==> src/rtl/layer_pool_sequencer.sv <==
// layer_pool_sequencer: launches each CNN layer engine in turn, waits for its
// calculation-done and forwards the active engine's output writes onto the
// single shared feature-map write port.
//
// Ports:
//   clk, rst            clock (rising edge), synchronous active-high reset
//   start               run the full layer chain (only honoured when idle)
//   layer_start         one-hot, one-cycle launch pulse per engine
//   layer_done          per-engine calculation_done
//   layer_save_enable   per-engine save_enable
//   layer_row/col/data  per-engine output word, engine i at [i*W +: W]
//   mem_we/row/col/wdata/layer  shared feature-map write port (1-cycle latency)
//   busy                high whenever not idle
//   all_done            one-cycle pulse when the last layer completes
//   write_count         writes issued for the current/last layer (saturating)
//   error, err_code     sticky error; bit0 watchdog, bit1 done from inactive layer
module layer_pool_sequencer #(
   parameter int unsigned NUM_LAYERS     = 4,
   parameter int unsigned DATA_W         = 128,
   parameter int unsigned ADDR_W         = 16,
   parameter int unsigned TIMEOUT_CYCLES = 65535,
   localparam int unsigned LAYER_W       = (NUM_LAYERS > 1) ? $clog2(NUM_LAYERS) : 1
) (
   input  logic                         clk,
   input  logic                         rst,
   input  logic                         start,
   output logic [NUM_LAYERS-1:0]        layer_start,
   input  logic [NUM_LAYERS-1:0]        layer_done,
   input  logic [NUM_LAYERS-1:0]        layer_save_enable,
   input  logic [NUM_LAYERS*ADDR_W-1:0] layer_row,
   input  logic [NUM_LAYERS*ADDR_W-1:0] layer_col,
   input  logic [NUM_LAYERS*DATA_W-1:0] layer_data,
   output logic                         mem_we,
   output logic [ADDR_W-1:0]            mem_row,
   output logic [ADDR_W-1:0]            mem_col,
   output logic [DATA_W-1:0]            mem_wdata,
   output logic [LAYER_W-1:0]           mem_layer,
   output logic                         busy,
   output logic                         all_done,
   output logic [15:0]                  write_count,
   output logic                         error,
   output logic [1:0]                   err_code
);

   localparam int unsigned WD_W  = $clog2(TIMEOUT_CYCLES + 1);
   localparam int unsigned CNT_W = 16;

   typedef enum logic [2:0] {S_IDLE, S_LAUNCH, S_RUN, S_NEXT, S_FINISH} state_t;

   state_t                  state_q, state_d;
   logic [LAYER_W-1:0]      cur_q, cur_d;
   logic [WD_W-1:0]         wd_q, wd_d;
   logic [NUM_LAYERS-1:0]   layer_start_d;
   logic                    mem_we_d;
   logic [ADDR_W-1:0]       mem_row_d, mem_col_d;
   logic [DATA_W-1:0]       mem_wdata_d;
   logic [LAYER_W-1:0]      mem_layer_d;
   logic                    busy_d, all_done_d, error_d;
   logic [CNT_W-1:0]        write_count_d;
   logic [1:0]              err_code_d;

   logic [NUM_LAYERS-1:0]   cur_onehot;
   logic                    sel_save, sel_done, other_done;
   logic [ADDR_W-1:0]       sel_row, sel_col;
   logic [DATA_W-1:0]       sel_data;

   // Mux out the currently sequenced engine's signals
   always_comb begin
      sel_save = 1'b0;
      sel_done = 1'b0;
      sel_row  = '0;
      sel_col  = '0;
      sel_data = '0;
      for (int unsigned i = 0; i < NUM_LAYERS; i++) begin
         if (cur_q == LAYER_W'(i)) begin
            sel_save = layer_save_enable[i];
            sel_done = layer_done[i];
            sel_row  = layer_row[i*ADDR_W +: ADDR_W];
            sel_col  = layer_col[i*ADDR_W +: ADDR_W];
            sel_data = layer_data[i*DATA_W +: DATA_W];
         end
      end
   end

   assign cur_onehot = NUM_LAYERS'(1) << cur_q;
   assign other_done = |(layer_done & ~cur_onehot);

   // Next-state and next-output logic
   always_comb begin
      state_d       = state_q;
      cur_d         = cur_q;
      wd_d          = wd_q;
      layer_start_d = '0;
      mem_we_d      = 1'b0;
      mem_row_d     = mem_row;
      mem_col_d     = mem_col;
      mem_wdata_d   = mem_wdata;
      mem_layer_d   = mem_layer;
      write_count_d = write_count;
      error_d       = error;
      err_code_d    = err_code;

      // A done from any engine other than the current one is a protocol error
      if (state_q != S_IDLE && other_done) begin
         error_d       = 1'b1;
         err_code_d[1] = 1'b1;
      end

      case (state_q)
         S_IDLE: begin
            if (start) begin
               cur_d      = '0;
               error_d    = 1'b0;
               err_code_d = '0;
               state_d    = S_LAUNCH;
            end
         end
         S_LAUNCH: begin
            layer_start_d = cur_onehot;
            write_count_d = '0;
            wd_d          = '0;
            state_d       = S_RUN;
         end
         S_RUN: begin
            if (sel_save) begin
               mem_we_d    = 1'b1;
               mem_row_d   = sel_row;
               mem_col_d   = sel_col;
               mem_wdata_d = sel_data;
               mem_layer_d = cur_q;
               if (write_count != '1) begin
                  write_count_d = write_count + CNT_W'(1);
               end
               wd_d = '0;
            end else begin
               wd_d = wd_q + WD_W'(1);
            end
            // Completion wins over a watchdog expiring in the same cycle
            if (sel_done) begin
               state_d = S_NEXT;
            end else if (!sel_save && wd_q == WD_W'(TIMEOUT_CYCLES - 1)) begin
               error_d       = 1'b1;
               err_code_d[0] = 1'b1;
               state_d       = S_IDLE;
            end
         end
         S_NEXT: begin
            if (cur_q == LAYER_W'(NUM_LAYERS - 1)) begin
               state_d = S_FINISH;
            end else begin
               cur_d   = cur_q + LAYER_W'(1);
               state_d = S_LAUNCH;
            end
         end
         S_FINISH: state_d = S_IDLE;
         default:  state_d = S_IDLE;
      endcase

      // Status outputs are registered alongside the state they describe
      all_done_d = (state_d == S_FINISH);
      busy_d     = (state_d != S_IDLE);
   end

   // State and output registers
   always_ff @(posedge clk) begin
      if (rst) begin
         state_q     <= S_IDLE;
         cur_q       <= '0;
         wd_q        <= '0;
         layer_start <= '0;
         mem_we      <= 1'b0;
         mem_row     <= '0;
         mem_col     <= '0;
         mem_wdata   <= '0;
         mem_layer   <= '0;
         busy        <= 1'b0;
         all_done    <= 1'b0;
         write_count <= '0;
         error       <= 1'b0;
         err_code    <= '0;
      end else begin
         state_q     <= state_d;
         cur_q       <= cur_d;
         wd_q        <= wd_d;
         layer_start <= layer_start_d;
         mem_we      <= mem_we_d;
         mem_row     <= mem_row_d;
         mem_col     <= mem_col_d;
         mem_wdata   <= mem_wdata_d;
         mem_layer   <= mem_layer_d;
         busy        <= busy_d;
         all_done    <= all_done_d;
         write_count <= write_count_d;
         error       <= error_d;
         err_code    <= err_code_d;
      end
   end

endmodule
==> config.mk <==
export PLATFORM = sky130hd
export DESIGN_NAME = layer_pool_sequencer
export DESIGN_NICKNAME = d
export VERILOG_FILES = /design/src/rtl/layer_pool_sequencer.sv
export SDC_FILE = /design/constraint.sdc
export NUM_CORES = 1
export LEC_CHECK = 0
export ABC_CLOCK_PERIOD_IN_PS = 2900
export CORE_AREA = 2 2 331 333
export CTS_CLUSTER_SIZE = 10
export DETAILED_ROUTE_END_ITERATION = 8
export DIE_AREA = 0 0 333 335
export PLACE_DENSITY = 0.43
export SYNTH_ARGS = -nofsm -noshare
export SYNTH_HDL_FRONTEND = slang
export SYNTH_SLANG_ARGS = --single-unit
==> constraint.sdc <==
create_clock -name clk -period 2.9 [get_ports clk]
set_input_delay 0.435 -clock clk [delete_from_list [all_inputs] [get_ports clk]]
set_output_delay 0.435 -clock clk [all_outputs]
set_load 0.01 [all_outputs]
# After elaboration in Yosys (flattened, before gate mapping)
# Cells that the tools add are included.
# word_totals
reg_bits,209
inputBits,651
latch_bits,0
mem_count,0
romBits,0
ramBits,0
word_cells,100
# op_classes
add_sub_neg,3
n_eq_ne,15
n_mux,45
n_bitwise,4
multipliers,0
reduce_logical,17
div_mod_pow,0
shift,1
magnitude_cmp,0
# op_table
cell,n
$mux W128,4
$mux W16,11
$pmux W16 S2,2
$add A16 B1 Y16 const B,2
$mux W1,17
$eq A16 B16 Y1 const B,1
$ne A16 B16 Y1 const B,1
$mux W3,4
$ne A2 B2 Y1 const B,6
$pmux W3 S4,1
$eq A3 B2 Y1 const B,2
$mux W2,3
$reduce_and A3 Y1,2
$reduce_bool A2 Y1,3
$reduce_bool A3 Y1,2
$and A4 B4 Y4,1
$eq A2 B2 Y1 const B,2
$not A4 Y4,1
$pmux W1 S2,2
$pmux W2 S2,1
$reduce_and A4 Y1,1
$reduce_or A2 Y1,2
$reduce_or A4 Y1,1
$shl A1 B2 Y4 const A,1
other kinds (10),12

# Logic depth before layout (Yosys ltp)
# logic_depth
depth_word,11
mapped_depth,10
ltp_nobuf,7

# Worst setup path before layout
# OpenSTA, ideal clock, no wires.
# synth_path
path_kind,register to register
from,register cur_q[0]
to,register write_count[13]
setup_ns,0.070
t_arrival_ns,2.363
path_stages_with_launch,9
n_path_buf,1
slack_ns,0.466
path_cell_list,dfxtp_1 -> inv_1 -> ha_1 -> buf_2 -> nor3b_1 -> a211o_1 -> a2111o_1 -> or4_1 -> a21oi_1
# synth_via
elab_chain_cells,7
elab_cells_between_ends,10
cone_classes,eq/ne: 4; mux: 4; reduce/logical: 2
# synth_rtl
item,line_no,source
start: declaration,51,"logic [LAYER_W-1:0] cur_q, cur_d;"
start signal: assignment,183,cur_q <= cur_d;
$logic_not A2 Y1,75,if (cur_q == LAYER_W'(i)) begin
$mux W1 (3 in a row),75,
$mux W1 *,75,
$ne A2 B2 Y1 (no source line) *,n/a,
$reduce_and A3 Y1 (no source line) *,n/a,
end signal: assignment,193,write_count <= write_count_d;
end: declaration,40,"output logic [15:0] write_count,"
# Every way passes the cells marked *; elsewhere a longest branch is shown, timed or not.
# A chain may end at the register's enable or synchronous reset.

# Final worst setup path
# layout_path
from,register cur_q[0]
to,register mem_wdata[118]
# layout_via
elab_chain_cells,6
elab_cells_between_ends,13
cone_classes,eq/ne: 3; mux: 8; reduce/logical: 2
# layout_rtl
item,line_no,source
$logic_not A2 Y1,75,
$mux W1 (4 in a row),75,
$reduce_and A2 Y1 (no source line),n/a,
end signal: assignment,189,mem_wdata <= mem_wdata_d;
end: declaration,36,"output logic [DATA_W-1:0] mem_wdata,"
# Several ways; a longest one is shown, not always the timed one.

==> metrics <==
status=finished, final reports clean; Die Span X=333 um; final setup fails=0; wire per inst=21.7 um; Die Ht=335 um; Pre-Repair DR Iteration Count=5; most frequent CP cell=a21oi_1; vias in the first global route=15200; Worst Path Arrival=3240 ps; clock skew=11.9 ps; CTS Hold Bufs=0; total number of vias=15400; initial antenna violation count=12; fin crit period=2730 ps; register area share after synthesis=0.352; crit share post-route=0.940; number of synthesized flops with an enable pin=0; RePlAce Congestion=0.825; max cap viols=0; final hold violation count=0; crit path kind=reg -> reg; unrepaired setup endpoints after global routing=no; Setup Fix Bufs, Post-CTS=0; final std cell area, no fill=23300 um^2; Cell Count, Final, Fillers Out=3806; Slew HR=0.394; fraction of layout cells with a size suffix above 1=0.0616; CP cell instances=inv_1 > ha_1 > nor2b_4 > buf_12 > a221oi_1 > nor3_1 > buf_4 > a21oi_1 > a21oi_1; P_leak=8.01 nW; Util after Layout=0.216; synthesized area=11900 um^2; Worst-Margin Slew=909 ps; Remaining DRCs=0; Root Driver=clkbuf_16; Cells after DPL=3747; worst hold-check path type=reg -> reg; Slew Viols, Final=0; Iteration-0 DRC Markers=713; Via density=4.04; Design Power=9.88 mW; Worst EP required=3420 ps; post-CTS resize count=0; buffers added on ports=838; IO Count=839; largest net degree at the start of global routing=153; fmax=0.367 GHz; Yosys reg bits=209; Cell Area, Placed=22300 um^2; Unique masters post-synth=56; Bufs on Longest Clock Path=3; maximum vdd drop=0.000311 V; syn nets=2242; CTS H-tree depth=1; Cell Pwr Density=424 nW/um^2; syn avg cell area=7.51 um^2; Post-DP HPWL=66.8 mm; clock latency on the worst-skew pair=590 ps; core area=108000 um^2; Post-synth ARST share=0; Setup TNS Final=0 ps; YS warnings=0; CTS buffer count=30; CP max FO=52; total congestion overflow=0; Worst path max stage delay=450 ps; dominant synthesized flop cell=dfxtp_1; row count=121; CTS tree=done; Die ar.=112000 um^2; Syn-to-layout area delta=96.0%; post-route ant nets=0; Max stage delay cell, worst path=nor3_1; Starting Density=0.110; post-layout net count=3023; clock sink count=209; Syn Inst Count=1584; Setup crit end kind=flop; CP Launch Type=flop; Worst-path clk slew=60 ps; first-pass GRT wire length=113 mm; total track usage=0.139; final wirelength=82.7 mm
[synth_stat cells, drive strengths merged (4+ instances only)]
master,count,share of area
nand3,14,0.0059
o21ai,172,0.072
nand4,6,0.0032
inv,11,0.0035
ha,7,0.0074
a31oi,4,0.0021
nor2,20,0.0063
a221oi,160,0.12
or4,8,0.0050
dfxtp,209,0.35
or3,5,0.0026
nor2b,163,0.086
buf,8,0.0030
and3,6,0.0032
o31ai,8,0.0050
a211oi,6,0.0042
nor3,167,0.070
clkbuf,169,0.053
nand2,34,0.011
a21oi,348,0.15
a311oi,7,0.0052
[worst paths after layout]
path                     start              to  slack, ps  cells past startpoint
hold reg to reg   mem_layer[0]    mem_layer[0]        460                      2
setup reg to reg      cur_q[0]  mem_wdata[118]        170                      9
setup / recovery      cur_q[0]  mem_wdata[118]        170                      9
hold / removal    mem_layer[0]    mem_layer[0]        460                      2
[sequential cells by signal, summed over array words and instances (netlist names), 2 cells and up]
name and flops:
mem_wdata 128, mem_col 16, layer_start 4, wd_q 16
mem_layer 2, cur_q 2, state_q 3, mem_row 16
write_count 16, err_code 2
[cell type report]
type	count	area [um^2]
antenna	5	12.5
clock buffer	43	881
clock inverter	11	115
fill	12100	84800
inverter	12	50.0
multi-input combinational	1186	7060
sequential	209	4180
tap	1414	1770
timing repair buffer	926	9260
[worst max-delay path, delay by kind of cell, from the launching register on]
kind	cells	cell delay [ps]
flops	1	390
compound gates	3	340
simple gates	2	820
fa+ha+maj	1	300
buf+inv	3	640
[power breakdown]
part,internal (mW),total [mW],switching [mW]
Clock,2.27,3.77,1.50
Combinational,1.60,2.90,1.30
Sequential,3.09,3.21,0.127
[kinds of logic (layout without fill, tap and decap cells)]
| family | Yosys count | count (layout) | synth area share |
|---|---|---|---|
| flops | 209 | 209 | 0.352 |
| xor+xnor | 1 | 1 | 0.000736 |
| mux | 1 | 1 | 0.000841 |
| fa+ha+maj | 7 | 7 | 0.00736 |
| compound gates | 730 | 730 | 0.371 |
| buf+inv | 189 | 992 | 0.0601 |
| simple gates | 447 | 447 | 0.208 |
| other cells | 0 | 5 | 0 |
[per-stage QoR]
step / worst slack (ps) / hold slack, ps
after global routing: 10.3 / 467
final: 174 / 457
after global placement: 86.5 / 447
after detailed placement: 149 / 448
after floorplan: 466 / 424
after CTS: 165 / 443
[placed cells by master (no fill, tap or decap), types with 31 or more instances in the layout]
master | netlist | layout
o21ai_0 | 172 | 172
nor3_1 | 167 | 167
buf_4 | 0 | 71
clkbuf_16 | 0 | 31
dfxtp_1 | 209 | 209
nand2_1 | 34 | 34
nor2b_1 | 163 | 162
clkdlybuf4s50_1 | 0 | 838
a21oi_1 | 348 | 348
a221oi_1 | 160 | 160
[layer usage]
layer | GRT usage | vias to the layer above | wire length [um]
li1 | - | 7595 | -
met5 | 0 | - | 13
met4 | 0.0368 | 2 | 2350
met2 | 0.245 | 594 | 40700
met3 | 0.0359 | 75 | 6220
met1 | 0.165 | 7098 | 33400
No activity file was read; power rests on OpenSTA's default activity.
